$ cat config.mk
export PLATFORM = sky130hd
export DESIGN_NAME = if_fetch_ctrl
export DESIGN_NICKNAME = d
export VERILOG_FILES = /design/src/rtl/if_fetch_ctrl.sv
export SDC_FILE = /design/constraint.sdc
export NUM_CORES = 1
export LEC_CHECK = 0
export ABC_AREA = 1
export CELL_PAD_IN_SITES_DETAIL_PLACEMENT = 0
export CELL_PAD_IN_SITES_GLOBAL_PLACEMENT = 1
export CORE_AREA = 5 5 143 145
export CTS_CLUSTER_SIZE = 16
export DETAILED_ROUTE_END_ITERATION = 16
export DIE_AREA = 0 0 148 150
export PLACE_DENSITY_LB_ADDON = 0.1
export SLEW_MARGIN = 20
export SYNTH_ARGS = -nofsm -noshare
export SYNTH_HDL_FRONTEND = slang
export SYNTH_SLANG_ARGS = --single-unit
$ cat constraint.sdc
create_clock -name clk -period 2.1 [get_ports clk]
set_input_delay 0.42 -clock clk [delete_from_list [all_inputs] [get_ports clk]]
set_output_delay 0.42 -clock clk [all_outputs]
set_load 0.05 [all_outputs]
$ cat src/rtl/if_fetch_ctrl.sv
// Fetch-stage sequencer: owns the fetch PC, runs the single-outstanding IMEM
// request/grant/response handshake and presents instructions to D.
//
// state | meaning
// ------+---------------------------------------------------------------
// REQ   | issuing a fetch at pc (or flagging AdEL when pc is illegal)
// WAIT  | request granted, awaiting its rvalid
// HOLD  | instruction (or AdEL marker) presented to D until accepted
// DROP  | awaiting rvalid of a fetch killed by a redirect
module if_fetch_ctrl #(
  parameter logic [31:0] RESET_PC = 32'h00003000,
  parameter logic [31:0] EXC_VEC  = 32'h00004180,
  parameter logic [31:0] PC_LO    = 32'h00003000,
  parameter logic [31:0] PC_HI    = 32'h00006FFC
) (
  input  logic        clk,
  input  logic        reset,
  input  logic        Req,
  input  logic        ERET_D,
  input  logic [31:0] EPC_M,
  input  logic        br_take_D,
  input  logic [31:0] br_target_D,
  output logic        imem_req,
  output logic [31:0] imem_addr,
  input  logic        imem_gnt,
  input  logic        imem_rvalid,
  input  logic [31:0] imem_rdata,
  output logic        if_valid,
  input  logic        if_ready,
  output logic [31:0] if_instr,
  output logic [31:0] if_pc,
  output logic        if_adel
);

  typedef enum logic [1:0] {S_REQ, S_WAIT, S_HOLD, S_DROP} state_t;

  state_t      state;
  logic [31:0] pc;
  logic [31:0] instr_q;
  logic [31:0] pc_q;
  logic        adel_q;
  logic        outstanding;

  logic        redir;
  logic [31:0] target;
  logic        pc_legal;
  logic        issue;
  logic        rv;

  always_comb begin
    redir  = Req | ERET_D | br_take_D;
    target = br_target_D;
    if (Req)
      target = EXC_VEC;
    else if (ERET_D)
      target = EPC_M;
  end

  assign pc_legal = (pc[1:0] == 2'b00) && (pc >= PC_LO) && (pc <= PC_HI);
  assign issue    = (state == S_REQ) && pc_legal;
  // Responses with no granted request behind them (e.g. from before reset) are dropped.
  assign rv       = imem_rvalid & outstanding;

  assign imem_req  = !reset && issue;
  assign imem_addr = pc;
  assign if_valid  = !reset && (state == S_HOLD);
  assign if_instr  = reset ? 32'h0 : instr_q;
  assign if_pc     = reset ? 32'h0 : pc_q;
  assign if_adel   = !reset && adel_q;

  always_ff @(posedge clk) begin
    if (reset) begin
      state       <= S_REQ;
      pc          <= RESET_PC;
      instr_q     <= 32'h0;
      pc_q        <= 32'h0;
      adel_q      <= 1'b0;
      outstanding <= 1'b0;
    end else begin
      if (issue && imem_gnt)
        outstanding <= 1'b1;
      else if (rv && ((state == S_WAIT) || (state == S_DROP)))
        outstanding <= 1'b0;

      case (state)
        S_REQ: begin
          if (!pc_legal) begin
            if (redir) begin
              pc <= target;
            end else begin
              state   <= S_HOLD;
              instr_q <= 32'h0;
              pc_q    <= pc;
              adel_q  <= 1'b1;
            end
          end else if (imem_gnt) begin
            state <= redir ? S_DROP : S_WAIT;
            if (redir)
              pc <= target;
          end else if (redir) begin
            pc <= target;
          end
        end
        S_WAIT: begin
          if (rv) begin
            if (redir) begin
              state <= S_REQ;
              pc    <= target;
            end else begin
              state   <= S_HOLD;
              instr_q <= imem_rdata;
              pc_q    <= pc;
              adel_q  <= 1'b0;
            end
          end else if (redir) begin
            state <= S_DROP;
            pc    <= target;
          end
        end
        S_HOLD: begin
          // A transfer coinciding with a redirect still completes; the redirect picks the next pc.
          if (if_ready || redir) begin
            state <= S_REQ;
            pc    <= redir ? target : pc + 32'd4;
          end
        end
        S_DROP: begin
          if (redir)
            pc <= target;
          if (rv)
            state <= S_REQ;
        end
        default: state <= S_REQ;
      endcase
    end
  end

endmodule

[Yosys cells after proc, flatten, opt, wreduce, memory -nomap -nowiden]
Index checks and enable logic that the tools add are counted.
Cells by class
  add/subtract/negate cells: 1
  order comparisons: 2
  eq/ne operators: 13
  multiplexer cells: 34
  bitwise logic cells: 3
  reduce and logical (&&, ||, !) cells: 20
Operators with widths (count)
  $mux W32: 14
  $pmux W32 S2: 3
  $add A32 B3 Y32 const B: 1
  $ge A32 B14 Y1 const B: 1
  $le A32 B15 Y1 const B: 1
  $mux W2: 9
  $ne A2 B2 Y1 const B: 5
  $reduce_and A5 Y1: 2
  $ne A3 B3 Y1 const B: 3
  $logic_and A1 B1 Y1: 8
  $pmux W2 S4: 1
  $mux W1: 6
  $eq A2 B2 Y1 const B: 2
  $logic_not A2 Y1: 2
  $ne A2 B1 Y1 const B: 2
  $reduce_bool A2 Y1: 2
  $reduce_and A3 Y1: 1
  $reduce_or A3 Y1: 1
  $eq A2 B1 Y1 const B: 1
  $logic_or A1 B1 Y1: 2
  $or A1 B1 Y1: 2
  $pmux W1 S2: 1
  $reduce_and A2 Y1: 1
  $and A1 B1 Y1: 1
  $logic_not A1 Y1: 1
Word-level totals
  bits in registers: 100
  output and inout port bits: 99
  word-level logic and storage cells: 79

[Longest topological paths before layout]
Gate-level depths: netlist of the first run.
  depth after elaboration: 6
  depth in mapped cells: 12
  mapped depth without buffers: 12

[Worst setup path before layout of the first run]
No wires, ideal clock.
  path kind: reg-to-output
  from: reg pc[13], in the netlist imem_addr[13]
  to: out imem_req
  data arrival time: 1937 ps
  required time: 1680 ps
  setup slack: -257 ps
  stages on the path, launching flop included: 7
  cell sequence: dfxtp_1 nand2_2 nand2_1 nand3_1 nor2_1 nand4_1 nor2_1
On the way
  word-level cells in the longest chain between the ends: 5
  elaborated cells between the ends (all ways): 6
  those cells by class: 2 x order compare; 4 x reduce/logical
RTL lines
  start: declaration: line 38  | logic [31:0] pc;
  start signal: assignment: line 89  | pc <= target;
  start signal: assignment: line 99  | pc <= target;
  start signal: assignment: line 101  | pc <= target;
  $ge A32 B14 Y1: line 59  | assign pc_legal = (pc[1:0] == 2'b00) && (pc >= PC_LO) && (pc <= PC_HI);
  $logic_and A1 B1 Y1: line 59
  $logic_and A1 B1 Y1 *: line 59
  $logic_and A1 B1 Y1 *: line 60  | assign issue = (state == S_REQ) && pc_legal;
  $logic_and A1 B1 Y1 *: line 64  | assign imem_req = !reset && issue;
  end: declaration: line 23  | output logic imem_req,
Mark *: on every way between the ends. The rest lies on a longest branch, timed or not.

[Worst setup path in the final report of the first run]
  from: reg pc[22], in the netlist imem_addr[22]
  to: out imem_req
The elaborated chain is that of the path after synthesis.

==> results of run 1 <==
-- repair_timing --
action	CTS	global route
endpoints found under the setup margin	1	1
setup buffers	0	1
pin swaps	0	2
gates resized for setup	3	3
hold endpoints to repair	0	0
hold buffers	0	0
-- flip-flops by register name, indices dropped and copies added (netlist names) --
signal	cells
imem_addr	32
instr_q	32
pc_q	32
state	2
adel_q	1
outstanding	1
-- per-stage QoR --
step | utilization [%] | power [mW] | area [um2] | hold WS (ps)
2_1_floorplan | - | 3.331 | 5796 | 430.3
3_3_place_gp | 42.87 | 4.071 | 8180 | 438.6
3_5_place_dp | 42.87 | 4.072 | 8180 | 443.5
4_1_cts | 44.38 | 5.719 | 8468 | 452.8
5_1_grt | 44.46 | 5.984 | 8482 | 468.8
6_report | 44.46 | 5.655 | 8482 | 451.8
-- kinds of logic after synthesis --
family / Yosys count / share of synthesized area (%)
AND/OR/NAND/NOR: 454 / 33.98
AO/OA/AOI/OAI: 193 / 18.16
buffers and inverters: 162 / 12.24
flip-flops: 100 / 34.59
XOR/XNOR: 4 / 0.6052
adder cells (fa/ha/maj): 2 / 0.4323
-- area by class of cell --
type | count | share of cell area, %
Sequential cell | 100 | 23.63
Tap cell | 238 | 3.511
Clock buffer | 9 | 2.655
Timing Repair Buffer | 264 | 28.19
Clock inverter | 6 | 0.6491
Inverter | 109 | 4.838
Multi-Input combinational cell | 653 | 36.52
-- metal layers --
metal | routed length (um) | global-route usage [%]
met1 | 10160 | 26.96
met2 | 8810 | 26.99
met3 | 1647 | 4.694
met4 | 145 | 3.603
met5 | 0 | 0
-- placed cells by master, fill, tap and decap left out, drive strengths merged, types with 2 or more instances in the layout --
cell type	n
o31ai	4
o22ai	3
clkinv	3
or2	14
clkdlybuf4s50	102
nand3b	4
a21oi	84
inv	112
buf	162
ha	2
dfxtp	100
clkbuf	9
o21ai	84
o211ai	12
nand4	8
nand3	63
xor2	4
a31oi	2
nand2	195
a211oi	2
nor2	163
nor3	6
-- worst max path at each step --
stage,endpoint,cells past startpoint,start
floorplan,if_pc[10],4,reset
global placement,pc_q[31]$_SDFFE_PP0P_,10,Req
detailed placement,pc_q[8]$_SDFFE_PP0P_,10,Req
CTS,imem_req,9,imem_addr[23]$_SDFFE_PP0P_
global route,imem_req,9,imem_addr[24]$_SDFFE_PP0P_
finish,imem_req,7,imem_addr[22]$_SDFFE_PP0P_
-- report_power, final --
group          switching (mW)  leakage [nW]  total (mW)  internal, mW
Clock                   0.808         0.139        1.63         0.824
Combinational            1.14          2.65        1.84         0.694
Sequential              0.130         0.816        2.18          2.05
Total                    2.08          3.61        5.65          3.57
-- critical path, delay by kind of cell, from the launching register on --
kind / cells / cell delay, ps
DFF: 1 / 390
and+or+nand+nor: 5 / 560
buffers and inverters: 2 / 290
==> summary.txt, run 1 <==
Cells and area
  – Filler Cell Count: 2,056
  – Ant. Diodes: 0
  – Register Area: 0.002004 mm2
  – Footprint of the multi-input gates: 0.003098 mm2
  – Layout area overhead: 46.54%
  – Share of cells above drive strength 1: 20.68%
  – Nets: 1,243
  – Finished Layout Cells: 1,379

Critical path
  – FF-to-FF End: imem_addr[22]$_SDFFE_PP0P_
  – Critical Path Slowest Stage Cell: dfxtp_1
  – Max incr delay on CP: 390 ps
  – R2R depth: 12
  – Reg-to-reg critical path startpoint: imem_addr[3]$_SDFFE_PP0P_
  – CP Launch Type: register
  – Worst path cell trace: nor2_1 > nand2_1 > nor2_2 > nand4_1 > buf_6 > nor2_4 > buf_12
  – CP Class: register to primary output
  – Worst EP required: 1680 ps
  – R2r setup slk: 270 ps
  – Critical Path AT: 1600 ps
  – Crit Path Max Fanout: 5
  – Crit end category: primary output

Synth
  – Synth Net Count: 1,021
  – Yosys warnings: 0
  – Cell Area, Synth: 0.005788 mm2
  – Top cells by area, synth: dfxtp_1 (35%), nand2_1 (12%), nor2_1 (10%)
  – Synth top cells by count: nand2_1 (181), nor2_1 (154), inv_1 (102), dfxtp_1 (100), a21oi_1 (83)
  – Share of the synthesized area in the top cell type: 34.59%
  – Avg Synthesized Cell Area: 6.326 um2
  – Mapped Cells: 915
  – Leading area contributor after synthesis: dfxtp_1
  – Distinct cell type count after synthesis: 40
  – Top-count cell post-synth: nand2_1
  – Yosys reg bits: 100
  – Async SR Flop Fraction: 0%
  – Main synth FF type: dfxtp_1
  – EDFF count, synth: 0
  – Sequential area share after synthesis: 34.59%

Place
  – Dpl ws: 7.874 ps
  – Port Buffer Count: 202
  – Post-DP HPWL: 16,280 um
  – Gpl congestion: 0.8305
  – Cells after DPL: 1,363

STA
  – Final Hold Viols: 0
  – Fmax: 0.4961 GHz
  – Worst clock skew: 13.67 ps
  – Final setup viols: 0
  – Min Tclk post-route: 2016 ps
  – RSZ-0062 raised after global routing: yes
  – Final worst setup slack: 84.42 ps
  – Worst slew pin tran: 577.7 ps
  – Fin. max-slew vios: 0
  – Final period util: 95.98%
  – Relative slew margins: 61.34%
  – Setup TNS: 0 ps

Routing
  – First-pass DRT Iterations: 4
  – Initial DRC count: 288
  – Drt via density: 4.611
  – DRC violations left: 0
  – Avg WL per Cell: 15.06 um
  – Detailed Route WL: 20,760 um
  – Via Count: 6,358
  – Antenna Nets Post-Route: 0

Global route
  – Global-route wire length before repair: 32,620 um
  – Vias in the first global route: 5,924
  – Initial antenna violation count: 0
  – Total track usage: 18.30%
  – Largest net degree at the start of global routing: 52
  – Total grt overflow: 0

Clock tree
  – CTS Buffer Depth: 2
  – Clock latency on the worst-skew pair: 350 ps
  – TritonCTS clock tree: yes
  – Root Buffer: clkbuf_16
  – CTS Sinks: 100
  – Reg clk slew, reported paths: 80 ps
  – H-Tree Depth: 3
  – Cts bufs inserted: 9

Power and ir drop
  – VDD IR max: 0.3757 mV
  – Static leakage: 3.608 nW
  – Power per cell area: 666.7 mW/mm2

Hold path
  – Hold path cells: 2
  – Worst Hold Launch: pc_q[17]$_SDFFE_PP0P_
  – Hold-critical path endpoint: pc_q[17]$_SDFFE_PP0P_
  – Type of the tightest min-delay check: register to register

Outcome
  – Status: complete, no violations

Floorplan
  – Core Area: 0.01908 mm2
  – Chip Height: 150 um
  – Die area: 0.02220 mm2
  – Num ports: 203
  – Site Rows: 51
  – Initial Utilization: 30.34%
  – Die X: 148 um

Run
  – Max_cap viols: 0
Note: power is estimated with default switching activity, not from simulation.
==> run 2, diff against run 1 <==
- CAP_MARGIN: unset -> 10
- RECOVER_POWER: unset -> 100
- SKIP_LAST_GASP: unset -> 1
==> run 2 against run 1 <==
Routed wire length barely moved. Sequential share of layout area increased by 0.95 points. Register-to-register slack worse by 90 ps. Sequential power about the same. Count of clock-buffer cells in the layout did not move. Worst hold slack barely moved. Combinational power down 5%. Cell area shrank 3.9%. Core utilization decreased by 1.8 points. Maximum frequency grew 0.41%.
==> summary.txt, run 2 (same netlist as run 1, synthesis figures left out) <==
Outcome
  – Status: complete, no violations (unchanged)

STA
  – Fin. max-slew vios: 0 (unchanged)
  – Worst clock skew: 13.19 ps (was 13.67 ps)
  – Final Hold Viols: 0 (unchanged)
  – Final setup viols: 0 (unchanged)
  – Final period util: 95.59% (was 95.98%)
  – RSZ-0062 raised after global routing: yes (unchanged)
  – Worst slew pin tran: 688.7 ps (was 577.7 ps)
  – Setup TNS: 0 ps (unchanged)
  – Min Tclk post-route: 2007 ps (was 2016 ps)
  – Relative slew margins: 54.28% (was 61.34%)
  – Fmax: 0.4982 GHz (was 0.4961 GHz)
  – Final worst setup slack: 92.60 ps (was 84.42 ps)

Routing
  – Avg WL per Cell: 15.06 um (about the same)
  – Detailed Route WL: 20,770 um (was 20,760 um)
  – DRC violations left: 0 (unchanged)
  – Antenna Nets Post-Route: 0 (unchanged)
  – Drt via density: 4.603 (was 4.611)
  – Via Count: 6,348 (was 6,358)
  – First-pass DRT Iterations: 5 (was 4)
  – Initial DRC count: 250 (was 288)

Critical path
  – CP Class: register to primary output (unchanged)
  – Critical Path AT: 1590 ps (was 1600 ps)
  – Max incr delay on CP: 380 ps (was 390 ps)
  – Crit end category: primary output (unchanged)
  – Reg-to-reg critical path startpoint: imem_addr[5]$_SDFFE_PP0P_ (was imem_addr[3]$_SDFFE_PP0P_)
  – R2R depth: 8 (was 12)
  – Critical Path Slowest Stage Cell: dfxtp_1 (unchanged)
  – FF-to-FF End: imem_addr[21]$_SDFFE_PP0P_ (was imem_addr[22]$_SDFFE_PP0P_)
  – CP Launch Type: register (unchanged)
  – Worst EP required: 1680 ps (about the same)
  – Worst path cell trace: nor2_1 > nand2_1 > nor2_2 > nand4_1 > buf_6 > nor2_4 > buf_12 (unchanged)
  – R2r setup slk: 180 ps (was 270 ps)
  – Crit Path Max Fanout: 5 (unchanged)

Floorplan
  – Die X: 148 um (unchanged)
  – Die area: 0.02220 mm2 (unchanged)
  – Initial Utilization: 30.34% (unchanged)
  – Site Rows: 51 (unchanged)
  – Num ports: 203 (unchanged)
  – Chip Height: 150 um (unchanged)
  – Core Area: 0.01908 mm2 (unchanged)

Power and ir drop
  – Static leakage: 3.368 nW (was 3.608 nW)
  – Power per cell area: 682.5 mW/mm2 (was 666.7 mW/mm2)
  – VDD IR max: 0.3773 mV (was 0.3757 mV)

Global route
  – Total grt overflow: 0 (unchanged)
  – Largest net degree at the start of global routing: 52 (unchanged)
  – Vias in the first global route: 5,924 (unchanged)
  – Initial antenna violation count: 0 (unchanged)
  – Global-route wire length before repair: 32,620 um (unchanged)
  – Total track usage: 18.30% (unchanged)

Clock tree
  – Root Buffer: clkbuf_16 (unchanged)
  – CTS Buffer Depth: 2 (unchanged)
  – H-Tree Depth: 3 (unchanged)
  – TritonCTS clock tree: yes (unchanged)
  – CTS Hold Bufs: 0 (unchanged)
  – Cts bufs inserted: 9 (unchanged)
  – Reg clk slew, reported paths: 80 ps (about the same)
  – Clock latency on the worst-skew pair: 360 ps (was 350 ps)
  – CTS Sinks: 100 (unchanged)

Cells and area
  – Layout area overhead: 40.77% (was 46.54%)
  – Utilization after layout: 42.70% (was 44.46%)
  – Highest-count cells in the layout ignoring fill and taps: nand2_1 (182), nor2_1 (153), inv_1 (102), clkdlybuf4s50_1 (102), dfxtp_1 (99) (was nand2_1 (180), nor2_1 (151), buf_4 (149))
  – Share of cells above drive strength 1: 16.13% (was 20.68%)
  – Most common cell after layout, fill and taps aside: nand2_1 (unchanged)
  – Nets: 1,243 (unchanged)
  – Ant. Diodes: 0 (unchanged)

Hold path
  – Hold-critical path endpoint: pc_q[17]$_SDFFE_PP0P_ (unchanged)
  – Worst Hold Launch: pc_q[17]$_SDFFE_PP0P_ (unchanged)
  – Hold path cells: 2 (unchanged)
  – Type of the tightest min-delay check: register to register (unchanged)

Place
  – Gpl congestion: 0.8305 (unchanged)
  – Post-DP HPWL: 16,280 um (unchanged)
  – Port Buffer Count: 202 (unchanged)
  – Dpl ws: 7.874 ps (unchanged)

Run
  – Max_cap viols: 0 (unchanged)
[run 2: layout make-up]
type / count / area, um2
Multi-Input combinational cell: 653 / 3088
Clock inverter: 6 / 55.05
Sequential cell: 100 / 2003
Clock buffer: 9 / 225.2
Inverter: 109 / 410.4
Fill cell: 2108 / 10930
Timing Repair Buffer: 264 / 2068
Tap cell: 238 / 297.8
[run 2: worst max-delay path, delay by kind of cell (launching register included)]
kind          cells  cell delay [ps]
buf+inv           2              290
simple gates      5              550
flops             1              380
[run 2: what timing repair did]
| action | CTS | global route |
|---|---|---|
| endpoints found under the setup margin | 1 | 1 |
| gates resized for setup | 3 | 2 |
| buffers inserted | 0 | 1 |
| cloned | 0 | 0 |
| pin swaps | 0 | 2 |
[run 2: per-layer routing]
metal	global-route usage, %	up-vias	part of all wire (%)
li1	-	3379	-
met1	26.96	2787	50
met2	26.99	173	42
met3	4.694	9	7.2
met4	3.603	0	0.67
met5	0	-	0
[run 2: through the flow]
| stage | area, um2 | power [mW] | hold slack, ps | cells |
|---|---|---|---|---|
| floorplan | 5796 | 3.331 | 430.3 | 915 |
| global placement | 8180 | 4.071 | 438.6 | 1363 |
| detailed placement | 8180 | 4.072 | 443.5 | 1363 |
| CTS | 8468 | 5.719 | 452.8 | 1378 |
| global route | 8148 | 5.891 | 468.8 | 1379 |
| finish | 8148 | 5.561 | 451.9 | 1379 |
[run 2: power by group]
group	switching [mW]	internal [mW]	total, mW
clock	0.807	0.824	1.63
combinational	1.14	0.608	1.75
sequential	0.129	2.05	2.18
total	2.07	3.49	5.56
[run 2: worst max path at each step]
| stage | from | end | slack (ps) |
|---|---|---|---|
| 2_1_floorplan | reset | if_pc[10] | 30 |
| 3_3_place_gp | Req | pc_q[31]$_SDFFE_PP0P_ | 40 |
| 3_5_place_dp | Req | pc_q[8]$_SDFFE_PP0P_ | 8 |
| 4_1_cts | imem_addr[23]$_SDFFE_PP0P_ | imem_req | 30 |
| 5_1_grt | imem_addr[24]$_SDFFE_PP0P_ | imem_req | -40 |
| 6_report | imem_addr[22]$_SDFFE_PP0P_ | imem_req | 90 |
==> run 3, diff against run 2 <==
- ABC_AREA: 1 -> 0
- CORE_AREA: 5 5 143 145 -> 5 5 133 135
- DIE_AREA: 0 0 148 150 -> 0 0 138 140
- TNS_END_PERCENT: unset -> 20
==> run 3 against run 2 <==
Register-to-register slack got worse by 200 ps. Synthesized cell count fell by 36%. Largest power group unchanged. The flow now finishes with violations (negative setup slack). Via count fell by 14%. Cell area fell by 1.9%.
==> summary.txt, run 3 <==
Outcome
  – Status: finished with violations (was complete, no violations)
  – Violated checks: negative setup slack

Critical path
  – Crit Path Max Fanout: 5 (unchanged)
  – CP Class: register to primary output (unchanged)
  – R2R depth: 6 (was 8)
  – Worst EP required: 1680 ps (about the same)
  – R2r setup slk: -20 ps (was 180 ps)
  – Critical Path AT: 1800 ps (was 1590 ps)
  – Crit end category: primary output (unchanged)
  – CP Launch Type: register (unchanged)

Global route
  – Vias in the first global route: 5,432 (was 5,924)
  – Initial antenna violation count: 0 (unchanged)
  – Total track usage: 19.22% (was 18.30%)
  – Total grt overflow: 0 (unchanged)
  – Global-route wire length before repair: 30,220 um (was 32,620 um)
  – Largest net degree at the start of global routing: 39 (was 52)

STA
  – Final period util: 105.8% (was 95.59%)
  – Relative slew margins: 55.14% (was 54.28%)
  – Setup TNS: -1295 ps (was 0 ps)
  – RSZ-0062 raised after global routing: yes (unchanged)
  – Fin. max-slew vios: 0 (unchanged)
  – Min Tclk post-route: 2223 ps (was 2007 ps)
  – Worst clock skew: 7.607 ps (was 13.19 ps)
  – Final Hold Viols: 0 (unchanged)
  – Fmax: 0.4499 GHz (was 0.4982 GHz)
  – Final setup viols: 32 (was 0)
  – Final worst setup slack: -122.8 ps (was 92.60 ps)
  – Worst slew pin tran: 675.8 ps (was 688.7 ps)

Clock tree
  – H-Tree Depth: 3 (unchanged)
  – TritonCTS clock tree: yes (unchanged)
  – Reg clk slew, reported paths: 70 ps (was 80 ps)
  – Root Buffer: clkbuf_16 (unchanged)
  – CTS Buffer Depth: 2 (unchanged)
  – Clock latency on the worst-skew pair: 350 ps (was 360 ps)
  – Cts bufs inserted: 9 (unchanged)
  – CTS Sinks: 100 (unchanged)

Floorplan
  – Die X: 138 um (was 148 um)
  – Initial Utilization: 31.20% (was 30.34%)
  – Core Area: 0.01635 mm2 (was 0.01908 mm2)
  – Die area: 0.01932 mm2 (was 0.02220 mm2)
  – Site Rows: 47 (was 51)
  – Chip Height: 140 um (was 150 um)
  – Num ports: 203 (unchanged)

Place
  – Cells after DPL: 1,047 (was 1,363)
  – Gpl congestion: 0.8838 (was 0.8305)
  – Port Buffer Count: 202 (unchanged)
  – Post-DP HPWL: 14,870 um (was 16,280 um)
  – Post-place instance area: 0.008539 mm2 (was 0.008180 mm2)

Run
  – Max_cap viols: 0 (unchanged)

Synth
  – Cell Area, Synth: 0.005101 mm2 (was 0.005788 mm2)
  – Top-count cell post-synth: dfxtp_1 (was nand2_1)
  – Leading area contributor after synthesis: dfxtp_1 (unchanged)
  – Yosys warnings: 0 (unchanged)
  – Share of the synthesized area in the top cell type: 39.24% (was 34.59%)
  – Async SR Flop Fraction: 0% (unchanged)
  – Distinct cell type count after synthesis: 58 (was 40)
  – Mapped Cells: 589 (was 915)
  – Synth Net Count: 695 (was 1,021)
  – Avg Synthesized Cell Area: 8.661 um2 (was 6.326 um2)
  – Top cells by area, synth: dfxtp_1 (39%), mux2i_1 (9.4%), nor2b_1 (8.1%) (was dfxtp_1 (35%), nand2_1 (12%), nor2_1 (10%))
  – Sequential area share after synthesis: 39.24% (was 34.59%)
  – EDFF count, synth: 0 (unchanged)
  – Synth top cells by count: dfxtp_1 (100), nor2b_1 (66), nor2_1 (64), mux2i_1 (48) (was nand2_1 (181), nor2_1 (154), inv_1 (102), dfxtp_1 (100), a21oi_1 (83))
  – Yosys reg bits: 100 (unchanged)
  – Main synth FF type: dfxtp_1 (unchanged)

Routing
  – DRC violations left: 0 (unchanged)
  – Via Count: 5,488 (was 6,348)
  – Drt via density: 5.091 (was 4.603)
  – First-pass DRT Iterations: 5 (unchanged)
  – Antenna Nets Post-Route: 0 (unchanged)
  – Initial DRC count: 413 (was 250)
  – Detailed Route WL: 19,680 um (was 20,770 um)
  – Avg WL per Cell: 18.26 um (was 15.06 um)

Cells and area
  – Nets: 960 (was 1,243)
  – Share of cells above drive strength 1: 17.13% (was 16.13%)
  – Finished Layout Cells: 1,078 (was 1,379)
  – Final non-filler cell area: 0.007990 mm2 (was 0.008148 mm2)
  – Ant. Diodes: 0 (unchanged)
  – Most common cell after layout, fill and taps aside: clkdlybuf4s50_1 (was nand2_1)
  – Highest-count cells in the layout ignoring fill and taps: clkdlybuf4s50_1 (117), dfxtp_1 (87), clkbuf_1 (81) (was nand2_1 (182), nor2_1 (153), inv_1 (102), clkdlybuf4s50_1 (102), dfxtp_1 (99))
  – Layout area overhead: 56.63% (was 40.77%)

Power and ir drop
  – Power per cell area: 658.9 mW/mm2 (was 682.5 mW/mm2)
  – Final Power: 5.265 mW (was 5.561 mW)
  – Static leakage: 3.246 nW (was 3.368 nW)
  – VDD IR max: 0.4267 mV (was 0.3773 mV)

Hold path
  – Type of the tightest min-delay check: input pin to register (was register to register)
  – Hold path cells: 2 (unchanged)
[run 3: cell count changes after synthesis, moves of 13 or more]
cell,change
nand2_1,-152
inv_1,-94
nor2_1,-90
a21oi_1,-67
nor2b_1,+66
o21ai_0,-51
mux2i_1,+48
nand3_1,-47
a22o_1,+29
nand2_2,-13
o22ai_1,+13
[run 3: what timing repair did]
item | 4_1_cts | 5_1_grt
cloned | 0 | 2
pin swaps | 5 | 4
hold buffers | 0 | 0
endpoints found under the setup margin | 3 | 45
buffers inserted | 10 | 4
gates resized for setup | 14 | 4
[run 3: metrics by stage]
stage / utilization, % / hold slack [ps] / worst slack (ps)
floorplan: - / 452.8 / -38.57
global route: 48.87 / 470.8 / -171.2
global placement: 52.23 / 466.4 / -262.0
detailed placement: 52.23 / 478.5 / -239.2
CTS: 55.13 / 423.2 / -127.1
finish: 48.87 / 432.0 / -122.8
[run 3: critical path, stage by stage (launching register included)]
cell and delay [ps]:
dfxtp_4 410, nor2_2 50, a2111o_1 430, nor3_4 220, and3_4 210, buf_12 130
[run 3: cell type report]
cell class	instances	area [um2]
Clock buffer	10	229.0
Inverter	8	30.03
Timing Repair Buffer	297	2377
Clock inverter	5	110.1
Sequential cell	100	2028
Tap cell	220	275.3
Multi-Input combinational cell	438	2940
Fill cell	1640	8358
[run 3: path summary, 6_finish.rpt]
kind,start,endpoint
setup / recovery,imem_addr[15]$_SDFFE_PP0P_,imem_req
hold / removal,reset,outstanding$_SDFFE_PP0P_
setup reg to reg,imem_addr[22]$_SDFFE_PP0P_,imem_addr[31]$_SDFFE_PP0P_
hold reg to reg,pc_q[17]$_SDFFE_PP0P_,pc_q[17]$_SDFFE_PP0P_
[run 3: cells by family (layout without fill, tap and decap cells)]
kind of cell / Yosys count / count (layout) / share of synthesized area, %
buffers and inverters: 51 / 320 / 4.685
xor gates and xnor gates: 13 / 13 / 2.232
DFF: 100 / 100 / 39.24
muxes: 50 / 50 / 9.860
AOI/OAI and AO/OA: 129 / 129 / 17.88
and+or+nand+nor: 244 / 244 / 25.61
adders and majority gates: 2 / 2 / 0.4905
[run 3: power by group]
part           leakage [nW]  total [mW]  internal (mW)  switching [mW]
Combinational          2.26        1.29          0.590           0.698
Clock                 0.165        1.93           1.17           0.763
Sequential            0.817        2.04           1.97          0.0757
Total                  3.25        5.26           3.73            1.54
[run 3: per-layer routing]
metal,wire [um],up-vias,GRT usage (%)
li1,-,2661,-
met1,9513,2585,26.33
met2,8912,224,31.14
met3,986,18,3.579
met4,266,0,5.304
met5,0,-,0
